`src/rtl/div_seq.sv`:
```
// Sequencer for DIV/DIVU in EX: a radix-2 restoring divider that runs one
// iteration per clock and stalls the pipeline until the result is ready.
module div_seq #(
    parameter int WIDTH = 32,
    parameter int CNT_W = 6
) (
    input  logic             clk,
    input  logic             rst,
    input  logic             start,
    input  logic             signed_div,
    input  logic [WIDTH-1:0] opa,
    input  logic [WIDTH-1:0] opb,
    input  logic             annul,
    output logic             stall_div,
    output logic             ready,
    output logic [WIDTH-1:0] result_lo,
    output logic [WIDTH-1:0] result_hi
);

    localparam logic [1:0] S_IDLE = 2'd0;
    localparam logic [1:0] S_BUSY = 2'd1;
    localparam logic [1:0] S_DONE = 2'd2;

    localparam logic [WIDTH-1:0] ONE      = {{(WIDTH-1){1'b0}}, 1'b1};
    localparam logic [CNT_W-1:0] LAST_CNT = CNT_W'(WIDTH - 1);

    logic [1:0]       state;
    logic [CNT_W-1:0] cnt;
    logic [WIDTH-1:0] rem;
    logic [WIDTH-1:0] quo;
    logic [WIDTH-1:0] dvsr;
    logic             q_neg;
    logic             r_neg;

    logic [WIDTH:0]   trial;
    logic [WIDTH-1:0] rem_next;
    logic [WIDTH-1:0] quo_next;
    logic             last_iter;

    // Two's-complement negate; modulo 2^WIDTH, so the most negative value maps to itself.
    function automatic logic [WIDTH-1:0] cond_neg(input logic [WIDTH-1:0] v, input logic neg);
        return neg ? (~v + ONE) : v;
    endfunction

    function automatic logic [WIDTH-1:0] magnitude(input logic [WIDTH-1:0] v, input logic is_signed);
        return cond_neg(v, is_signed && v[WIDTH-1]);
    endfunction

    // One restoring step: shift {rem,quo} left, then trial-subtract the divisor.
    always_comb begin
        trial = {rem, quo[WIDTH-1]} - {1'b0, dvsr};
        if (!trial[WIDTH]) begin
            rem_next = trial[WIDTH-1:0];
            quo_next = {quo[WIDTH-2:0], 1'b1};
        end else begin
            rem_next = {rem[WIDTH-2:0], quo[WIDTH-1]};
            quo_next = {quo[WIDTH-2:0], 1'b0};
        end
    end

    assign last_iter = (cnt == LAST_CNT);

    always_ff @(posedge clk) begin
        if (rst) begin
            state     <= S_IDLE;
            cnt       <= '0;
            rem       <= '0;
            quo       <= '0;
            dvsr      <= '0;
            q_neg     <= 1'b0;
            r_neg     <= 1'b0;
            result_lo <= '0;
            result_hi <= '0;
        end else begin
            case (state)
                S_IDLE: begin
                    if (start && !annul) begin
                        rem   <= '0;
                        quo   <= magnitude(opa, signed_div);
                        dvsr  <= magnitude(opb, signed_div);
                        q_neg <= signed_div && (opa[WIDTH-1] ^ opb[WIDTH-1]);
                        r_neg <= signed_div && opa[WIDTH-1];
                        cnt   <= '0;
                        if (opb == '0) begin
                            result_lo <= '0;
                            result_hi <= '0;
                            state     <= S_DONE;
                        end else begin
                            state <= S_BUSY;
                        end
                    end
                end
                S_BUSY: begin
                    if (annul) begin
                        state <= S_IDLE;
                    end else begin
                        rem <= rem_next;
                        quo <= quo_next;
                        cnt <= cnt + CNT_W'(1);
                        if (last_iter) begin
                            result_lo <= cond_neg(quo_next, q_neg);
                            result_hi <= cond_neg(rem_next, r_neg);
                            state     <= S_DONE;
                        end
                    end
                end
                // The same instruction is still in EX here, so start is ignored.
                S_DONE:  state <= S_IDLE;
                default: state <= S_IDLE;
            endcase
        end
    end

    assign stall_div = !rst && !annul && (((state == S_IDLE) && start) || (state == S_BUSY));
    assign ready     = (state == S_DONE) && !annul;

endmodule

```
`config.mk`:
```
export PLATFORM = sky130hd
export DESIGN_NAME = div_seq
export DESIGN_NICKNAME = d
export VERILOG_FILES = /design/src/rtl/div_seq.sv
export SDC_FILE = /design/constraint.sdc
export NUM_CORES = 1
export LEC_CHECK = 0
export ABC_AREA = 0
export CAP_MARGIN = 40
export CORE_ASPECT_RATIO = 0.75
export CORE_MARGIN = 2
export CORE_UTILIZATION = 40
export CTS_CLUSTER_SIZE = 30
export DETAILED_ROUTE_END_ITERATION = 10
export GPL_ROUTABILITY_DRIVEN = 1
export GPL_TIMING_DRIVEN = 0
export SKIP_LAST_GASP = 1
export SLEW_MARGIN = 20
export SYNTH_ARGS = -nofsm -noshare
export SYNTH_HDL_FRONTEND = slang
export SYNTH_SLANG_ARGS = --single-unit
```
`constraint.sdc`:
```
create_clock -name clk -period 12.37 [get_ports clk]
set_input_delay 2.474 -clock clk [delete_from_list [all_inputs] [get_ports clk]]
set_output_delay 2.474 -clock clk [all_outputs]
set_load 0.02 [all_outputs]
```
# After elaboration in Yosys (flattened, before gate mapping)
# Cells that the tools add are included.
dict set report totals {
  ff_bits 170
  in_bits 69
  wordCells 74
}
dict set report op_classes {
  addsub 6
  eq_ne 8
  n_mux 28
  n_bitwise 5
  reduce_logical 18
}
# op n
set ops {}
lappend ops {{32-bit 2-to-1 mux} 15}
lappend ops {{32-bit one-hot mux with 2 select lines} 4}
lappend ops {{32-bit by 1-bit adder with 32-bit output (second input constant)} 4}
lappend ops {{32-bit inverter} 4}
lappend ops {{33-bit by 32-bit subtractor with 33-bit output} 1}
lappend ops {{32-bit logical NOT} 1}
lappend ops {{6-bit 2-to-1 mux} 2}
lappend ops {{6-bit one-hot mux with 2 select lines} 1}
lappend ops {{1-bit logical AND} 8}
lappend ops {{2-bit 2-to-1 mux} 4}
lappend ops {{2-bit != test (second input constant)} 4}
lappend ops {{6-bit by 1-bit adder with 6-bit output (second input constant)} 1}
lappend ops {{6-bit by 5-bit equality test with 1-bit output (second input constant)} 1}
lappend ops {{5-bit AND reduction} 1}
lappend ops {{2-bit one-hot mux with 2 select lines} 1}
lappend ops {{2-bit AND reduction} 2}
lappend ops {{3-bit != test (second input constant)} 1}
lappend ops {{3-bit AND reduction} 1}
lappend ops {{2-bit by 1-bit equality test with 1-bit output (second input constant)} 1}
lappend ops {{2-bit equality test (second input constant)} 1}
lappend ops {{1-bit logical NOT} 2}
lappend ops {{2-bit logical NOT} 1}
lappend ops {{2-bit nonzero test} 1}
lappend ops {{1-bit logical OR} 1}
lappend ops {{other kinds (2)} 2}

# Longest topological paths before layout
# Gate-level depths: netlist (run 1).
dict set report depth {
  word_depth 8
  ltp_mapped 23
  mapped_depth_nobuf 20
}

# Worst setup path before layout (run 1)
# OpenSTA, ideal clock, no wires.
dict set report synth_path {
  path_kind {input to output}
  from {input annul}
  to {output stall_div}
  t_arrival_ns 3.260
  t_required_ns 9.896
  path_slack_ns 6.636
  path_stages 4
  path_cell_list {nor2_1 o21ai_1 clkbuf_1 nor2_1}
}
dict set report synth_between {
  elab_chain_cells 3
}
# item line
set synth_rtl {}
lappend synth_rtl {{start, declared} 13} ;# input logic annul,
lappend synth_rtl {{1-bit logical NOT} 114} ;# assign stall_div = !rst && !annul && (((state == S_IDLE) && start) || (state == S_BUSY));
lappend synth_rtl {{1-bit logical AND (2 in a row)} 114}
lappend synth_rtl {{end, declared} 14} ;# output logic stall_div,
# Every way passes these cells.

# Worst setup path in the final report (run 1)
# Ends and elaborated chain as after synthesis.

==> impl_metrics.csv, run 1 <==
group,metric,value,unit
routing,wl_per_cell,20.2,um
timing,min_period,7260,ps
synthesis,synth_xor_area_frac,0.0964,
min_path,hold_class,"flop to flop",
synthesis,postSynthCellCount,1528,
placement,pre_cts_slack,5160,ps
clock_tree,post_cts_buffers,0,
synthesis,ys_ff_latch,170,
floorplan,rows,53,
setup_path,crit_path_start,"annul",
clock_tree,cts_max_path_buffers,2,
placement,place_area,0.0134,mm2
clock_tree,root_buffer,"clkbuf_16",
power_and_ir_drop,p_leak,5.08,nW
clock_tree,clk_pin_slew,70,ps
setup_path,crit_arrival,4790,ps
timing,timing.clock.skew,10.9,ps
synthesis,synth-compound-area-share,0.272,
clock_tree,cts_made_buffers,17,
cells_and_area,final_util,0.495,
synthesis,synth_adder_area_share,0.0418,
routing,num_vias,12200,
clock_tree,cts_resized,0,
timing,hold_viol,0,
routing,first_pass_iters,5,
setup_path,worst_setup_path_end_kind,"primary output",
synthesis,netlist_area,0.0115,mm2
cells_and_area,insertedDiodeCount,0,
timing,setup_violations,0,
timing,min_period_over_period,0.587,
synthesis,synth-edff-count,0,
setup_path,start_kind,"input pin",
timing,fin_ws,5110,ps
timing,tns,0,ps
cells_and_area,fillerInstances,2828,
min_path,hold_path_depth,2,
setup_path,path_max_fanout,10,
power_and_ir_drop,p_total,1.45,mW
floorplan,initial_core_util,0.410,
setup_path,rr_worst_depth,22,
clock_tree,cts_hold_buffers,0,
floorplan,ios,135,
flow_run,drv_cap,0,
synthesis,ys.flop_type,"dfxtp_1",
grt,grt_overflow,0,
clock_tree,insertion_delay,450,ps
synthesis,synth_fp_nets,1635,
timing,fmax,138,MHz
clock_tree,htree_levels,4,
placement,port_buffers,134,
setup_path,r2r_start,"quo[31]",
placement,dp_hpwl,33.9,mm
grt,grt_pass1_vias,11000,
synthesis,synthSimpleGateAreaFrac,0.227,
synthesis,yosysWarnings,0,
synthesis,async_reset_ff_frac,0,
grt,grt_use_total,0.275,
floorplan,die_h,151,um
timing,maxSlewViolCount,0,
timing,relSlewSlack,0.373,
power_and_ir_drop,powerDensity,104,mW/mm2
routing,drtAntennaViolNets,0,
cells_and_area,drive_gt1_frac,0.0531,
synthesis,ys_seq_area_frac,0.295,
synthesis,muxShareOfSynthArea,0.0219,
cells_and_area,area_delta_synth_final,21.0,%
timing,rsz0062_at_grt,"false",
setup_path,rr_endpoint,"result_hi[26]",
synthesis,syn_area_per_cell,7.55,um2
setup_path,cp-endpoint,"stall_div",
clock_tree,cts_tree,"done",
routing,drt-total-wl,42.0,mm
floorplan,die-area,0.0302,mm2
synthesis,synth_top_family_by_area,"compound AO/OA/AOI/OAI gates",
outcome,status,"finished clean",
grt,antenna_found_initial,0,
routing,viasPerCell,5.85,
setup_path,r2r_slack,5480,ps
synthesis,yosys.cell_types.count,85,
clock_tree,clock-sinks,170,
power_and_ir_drop,max-vdd-ir-drop,0.0966,mV
routing,drt-initial-drc-count,1221,
cells_and_area,stdcell_area,0.0140,mm2
placement,gp_congestion,0.932,
floorplan,die_x,200,um
setup_path,critPathKind,"input pin to primary output",
setup_path,crit_required,9900,ps
grt,grt_max_degree,17,
timing,worstMarginPinSlew,933,ps
cells_and_area,nets,1789,
floorplan,core-area,0.0282,mm2
routing,remaining_drc_errors,0,
grt,grt_pass1_wl,63.8,mm
## worst max-delay path, stage by stage
cell and delay (ps):
clkdlybuf4s50_1 600, nor2_1 90, o21ai_1 320, clkbuf_1 580, nor2_1 140, clkdlybuf4s50_1 580
## placed cells by master, fill, tap and decap left out, types with 44 or more instances in the layout
cell type | synthesis | final
clkbuf_1 | 75 | 76
nor2_1 | 241 | 241
xnor2_1 | 67 | 67
o21ai_0 | 88 | 88
xor2_1 | 60 | 60
dfxtp_1 | 170 | 170
nor3_1 | 44 | 44
a21oi_1 | 123 | 123
inv_1 | 46 | 46
nand2_1 | 121 | 121
a211oi_1 | 63 | 63
clkdlybuf4s50_1 | 0 | 134
a22oi_1 | 45 | 45
## synth_stat cells, drive strengths merged (4+ instances only)
cell type	n	area share
a21boi	6	0.0039
and3	6	0.0034
and4	5	0.0038
nor4	14	0.0076
ha	37	0.040
nor2	241	0.078
inv	47	0.015
a31o	5	0.0038
a22oi	45	0.029
and3b	4	0.0030
dfxtp	170	0.29
a211oi	64	0.043
or2	12	0.0065
and2	19	0.011
a2111o	4	0.0039
xnor2	67	0.051
o21a	7	0.0046
o41ai	19	0.016
a311oi	11	0.0083
buf	15	0.0062
o21bai	4	0.0026
a21oi	126	0.056
o31ai	24	0.017
a22o	5	0.0038
nor3b	6	0.0039
nand4	13	0.0070
a41oi	4	0.0030
nand2	121	0.039
clkbuf	75	0.024
nand2b	7	0.0038
a21o	8	0.0052
nand3	20	0.0087
a31oi	10	0.0054
mux2	10	0.0098
o211ai	5	0.0033
or4	10	0.0068
mux2i	14	0.012
xor2	60	0.046
o21ai	96	0.042
nor2b	7	0.0051
nor3	45	0.020
or3	24	0.013
o22ai	4	0.0027
## metal layers
layer	GRT usage	vias up	share of wire
met5	0	-	0
li1	-	5859	-
met1	0.425	5773	0.50
met4	0.0623	0	0.013
met2	0.377	503	0.39
met3	0.0622	34	0.097
## area by class of cell
cell class                      instances  area (um2)  area share
Inverter                               47         176      0.0126
Sequential cell                       170        3400       0.244
Multi-Input combinational cell       1221        7610       0.545
Clock inverter                         13         140      0.0100
Tap cell                              385         482      0.0345
Clock buffer                           19         443      0.0317
Timing Repair Buffer                  135        1350      0.0966
Buffer                                 90         353      0.0253
## sequential cells by signal, indices dropped and copies added (netlist names)
signal / count
quo: 32
cnt: 6
dvsr: 32
rem: 32
q_neg: 1
result_hi: 32
state: 2
r_neg: 1
result_lo: 32
## worst min path at each step
stage	to	slack (ps)	start
after floorplan	dvsr[31]	430	dvsr[31]
after detailed placement	result_hi[28]	440	result_hi[28]
final	result_hi[28]	450	result_hi[28]
after CTS	result_hi[28]	450	result_hi[28]
after global routing	result_hi[22]	490	result_hi[22]
after global placement	result_hi[27]	440	result_hi[27]
## per-stage QoR
step / instances / hold WS [ps]
2_1_floorplan: 1528 / 432
3_3_place_gp: 2047 / 437
3_5_place_dp: 2048 / 442
4_1_cts: 2080 / 452
5_1_grt: 2080 / 489
6_report: 2080 / 451
## power by group
group          internal, mW  switching [mW]
Clock                 0.304           0.247
Sequential            0.562          0.0176
Combinational         0.116           0.201
Total                 0.983           0.465
## kinds of logic after synthesis
kind of cell | after synthesis
compound gates | 471
xor+xnor | 127
fa+ha+maj | 38
buf+inv | 137
flops | 170
mux | 24
simple gates | 561
Power figures use the tool's default switching activity.
==> run 2, diff against run 1 <==
==> constraint.sdc (replaced) <==
create_clock -name clk -period 7.28 [get_ports clk]
set_input_delay 1.456 -clock clk [delete_from_list [all_inputs] [get_ports clk]]
set_output_delay 1.456 -clock clk [all_outputs]
set_load 0.02 [all_outputs]
==> results of run 2 <==
Same layout as run 1 (identical final DEF). Status: finished clean.
Main changes from that run: setup slack after placement 5160 ps -> 621 ps; setup slack after layout 5110 ps -> 391 ps; start point of the critical path annul -> quo[31]; end point of the critical path stall_div -> result_hi[26]; register-to-register setup slack 5480 ps -> 390 ps; total power 1.45 mW -> 2.46 mW; worst IR drop on VDD 0.0966 mV -> 0.164 mV
==> run 3, diff against run 2 <==
--- a/config.mk
+++ b/config.mk
@@ -7,13 +7,17 @@
 export LEC_CHECK = 0
 export ABC_AREA = 0
 export CAP_MARGIN = 40
+export CELL_PAD_IN_SITES_DETAIL_PLACEMENT = 1
+export CELL_PAD_IN_SITES_GLOBAL_PLACEMENT = 2
 export CORE_ASPECT_RATIO = 0.75
 export CORE_MARGIN = 2
-export CORE_UTILIZATION = 40
+export CORE_UTILIZATION = 33
+export CTS_CLUSTER_DIAMETER = 40
 export CTS_CLUSTER_SIZE = 30
 export DETAILED_ROUTE_END_ITERATION = 10
 export GPL_ROUTABILITY_DRIVEN = 1
 export GPL_TIMING_DRIVEN = 0
+export PLACE_DENSITY_LB_ADDON = 0.1
 export SKIP_LAST_GASP = 1
 export SLEW_MARGIN = 20
 export SYNTH_ARGS = -nofsm -noshare
==> run 3 against run 2 <==
Compared with the run above:
- design area rose by 0.89%
- maximum frequency fell by 1.2%
- critical path depth did not move
- non-clock buffer count rose by 3
- global-route usage fell by 1.6 points
- sequential power barely moved
- core utilization fell by 8.8 points
- register-to-register slack got worse by 90 ps
- flip-flop and latch count did not move
- critical path type unchanged
- largest power group unchanged
==> impl_metrics.csv, run 3 (synthesis gave the netlist of run 1 again) <==
group,metric,value,unit
outcome,status,"finished clean",
power_and_ir_drop,clockPowerShare,0.383,
timing,relSlewSlack,0.403,
timing,min_period_over_period,0.958,
floorplan,die_x,220,um
timing,worstMarginPinSlew,892,ps
floorplan,initial_core_util,0.334,
routing,drt-total-wl,47.3,mm
cells_and_area,fillerInstances,4263,
setup_path,slowest_delay,660,ps
setup_path,crit_arrival,7310,ps
timing,hold_viol,0,
clock_tree,clk_pin_slew,70,ps
cells_and_area,final_cell_mix,"nor2_1 (241), dfxtp_1 (170), clkdlybuf4s50_1 (134), a21oi_1 (122), nand2_1 (121)",
clock_tree,htree_levels,4,
grt,grt_pass1_vias,11700,
timing,rsz0062_at_grt,"false",
placement,gp_congestion,0.905,
clock_tree,post_cts_buffers,0,
clock_tree,clock-sinks,170,
timing,tns,0,ps
timing,timing.clock.skew,16.0,ps
flow_run,drv_cap,0,
cells_and_area,nets,1792,
timing,maxSlewViolCount,0,
power_and_ir_drop,powerDensity,177,mW/mm2
floorplan,die-area,0.0365,mm2
floorplan,rows,59,
routing,remaining_drc_errors,0,
setup_path,path_buf_inv,6,
setup_path,critPathKind,"flop to flop",
setup_path,worst_path_max_delay_cell,"clkbuf_1",
timing,min_period,6980,ps
clock_tree,cts_resized,0,
power_and_ir_drop,p_leak,5.11,nW
power_and_ir_drop,p_sw,0.827,mW
grt,grt_overflow,0,
cells_and_area,layout_commonest_cell,"nor2_1",
routing,drtAntennaViolNets,0,
power_and_ir_drop,p_sw_frac,0.332,
cells_and_area,insertedDiodeCount,0,
cells_and_area,area_delta_synth_final,22.0,%
placement,dp_hpwl,38.5,mm
clock_tree,cts_made_buffers,17,
routing,first_pass_iters,5,
floorplan,die_h,166,um
routing,wl_per_cell,21.9,um
power_and_ir_drop,combPwrFrac,0.222,
clock_tree,root_buffer,"clkbuf_16",
clock_tree,insertion_delay,460,ps
power_and_ir_drop,internal-power,1.67,mW
power_and_ir_drop,max-vdd-ir-drop,0.158,mV
timing,setup_violations,0,
setup_path,start_kind,"flop",
clock_tree,cts_tree,"done",
clock_tree,cts_max_path_buffers,2,
routing,viasPerCell,5.62,
floorplan,ios,135,
setup_path,path_max_fanout,10,
timing,fmax,143,MHz
routing,drt-initial-drc-count,992,
placement,port_buffers,134,
setup_path,crit_family,"compound AO/OA/AOI/OAI gates",
setup_path,crit_chain,"inv_1 -> ha_1 -> buf_2 -> a21oi_1 -> o21a_1 -> o211ai_1 -> a311oi_1 -> a211oi_4 -> inv_2 -> buf_2 -> clkbuf_1 -> clkbuf_1 -> nor2_1 -> a21oi_1 -> ha_1 -> nand3_1 -> nor4_1 -> o22ai_2 -> or4_4 -> o31ai_2 -> xor2_1 -> o21ai_1",
floorplan,core-area,0.0345,mm2
setup_path,crit_required,7610,ps
timing,worst_hold_slack,454,ps
grt,grt_use_total,0.259,
clock_tree,cts_hold_buffers,0,
grt,grt_max_degree,17,
grt,antenna_found_initial,1,
setup_path,r2r_slack,300,ps
setup_path,worst_setup_path_end_kind,"flop",
routing,num_vias,12100,
min_path,hold_class,"flop to flop",
cells_and_area,drive_gt1_frac,0.0542,
power_and_ir_drop,sequentialPowerShare,0.395,
grt,grt_pass1_wl,71.6,mm
## run 3: area by class of cell
class                   instances  area [um2]  area share
well taps                     457         572      0.0406
clock buffers                  18         429      0.0305
flip-flops and latches        170        3400       0.242
repair buffers                138        1380      0.0976
multi-input cells            1221        7620       0.541
clock inverters                13         158      0.0112
inverters                      47         176      0.0125
plain buffers                  90         353      0.0251
## run 3: layer usage
| metal | up-vias | global-route usage | part of all wire |
|---|---|---|---|
| li1 | 5855 | - | - |
| met1 | 5932 | 0.422 | 0.55 |
| met2 | 295 | 0.355 | 0.40 |
| met3 | 29 | 0.0310 | 0.047 |
| met4 | 0 | 0.0528 | 0.0090 |
| met5 | - | 0 | 0 |
## run 3: path summary, 6_finish.rpt
check	cells past startpoint	start	end
max reg2reg	22	dvsr[23]	result_hi[26]
min reg2reg	2	result_hi[25]	result_hi[25]
min	2	result_hi[25]	result_hi[25]
max	22	dvsr[23]	result_hi[26]
## run 3: worst min-delay path: stages, from the launching register on
cell	delay (ps)
dfxtp_1	330
nand2_1	50
o21ai_0	50
## run 3: stage by stage
step	utilization	area, um2	power, mW	setup WS, ps	std cells
finish	0.408	14100	2.49	304	2154
global route	0.408	14100	2.60	7.41	2154
CTS	0.407	14100	2.50	362	2151
detailed placement	0.390	13500	1.55	411	2120
global placement	0.389	13500	1.54	410	2119
floorplan	-	11500	1.34	2240	1528
## run 3: power groups by stage
stage | clock network [mW] | logic (mW) | registers (mW)
6_report | 0.956 | 0.553 | 0.984
5_1_grt | 1.01 | 0.606 | 0.987
4_1_cts | 0.974 | 0.545 | 0.983
3_5_place_dp | 0 | 0.543 | 1.01
3_3_place_gp | 0 | 0.536 | 1.00
2_1_floorplan | 0 | 0.345 | 0.994
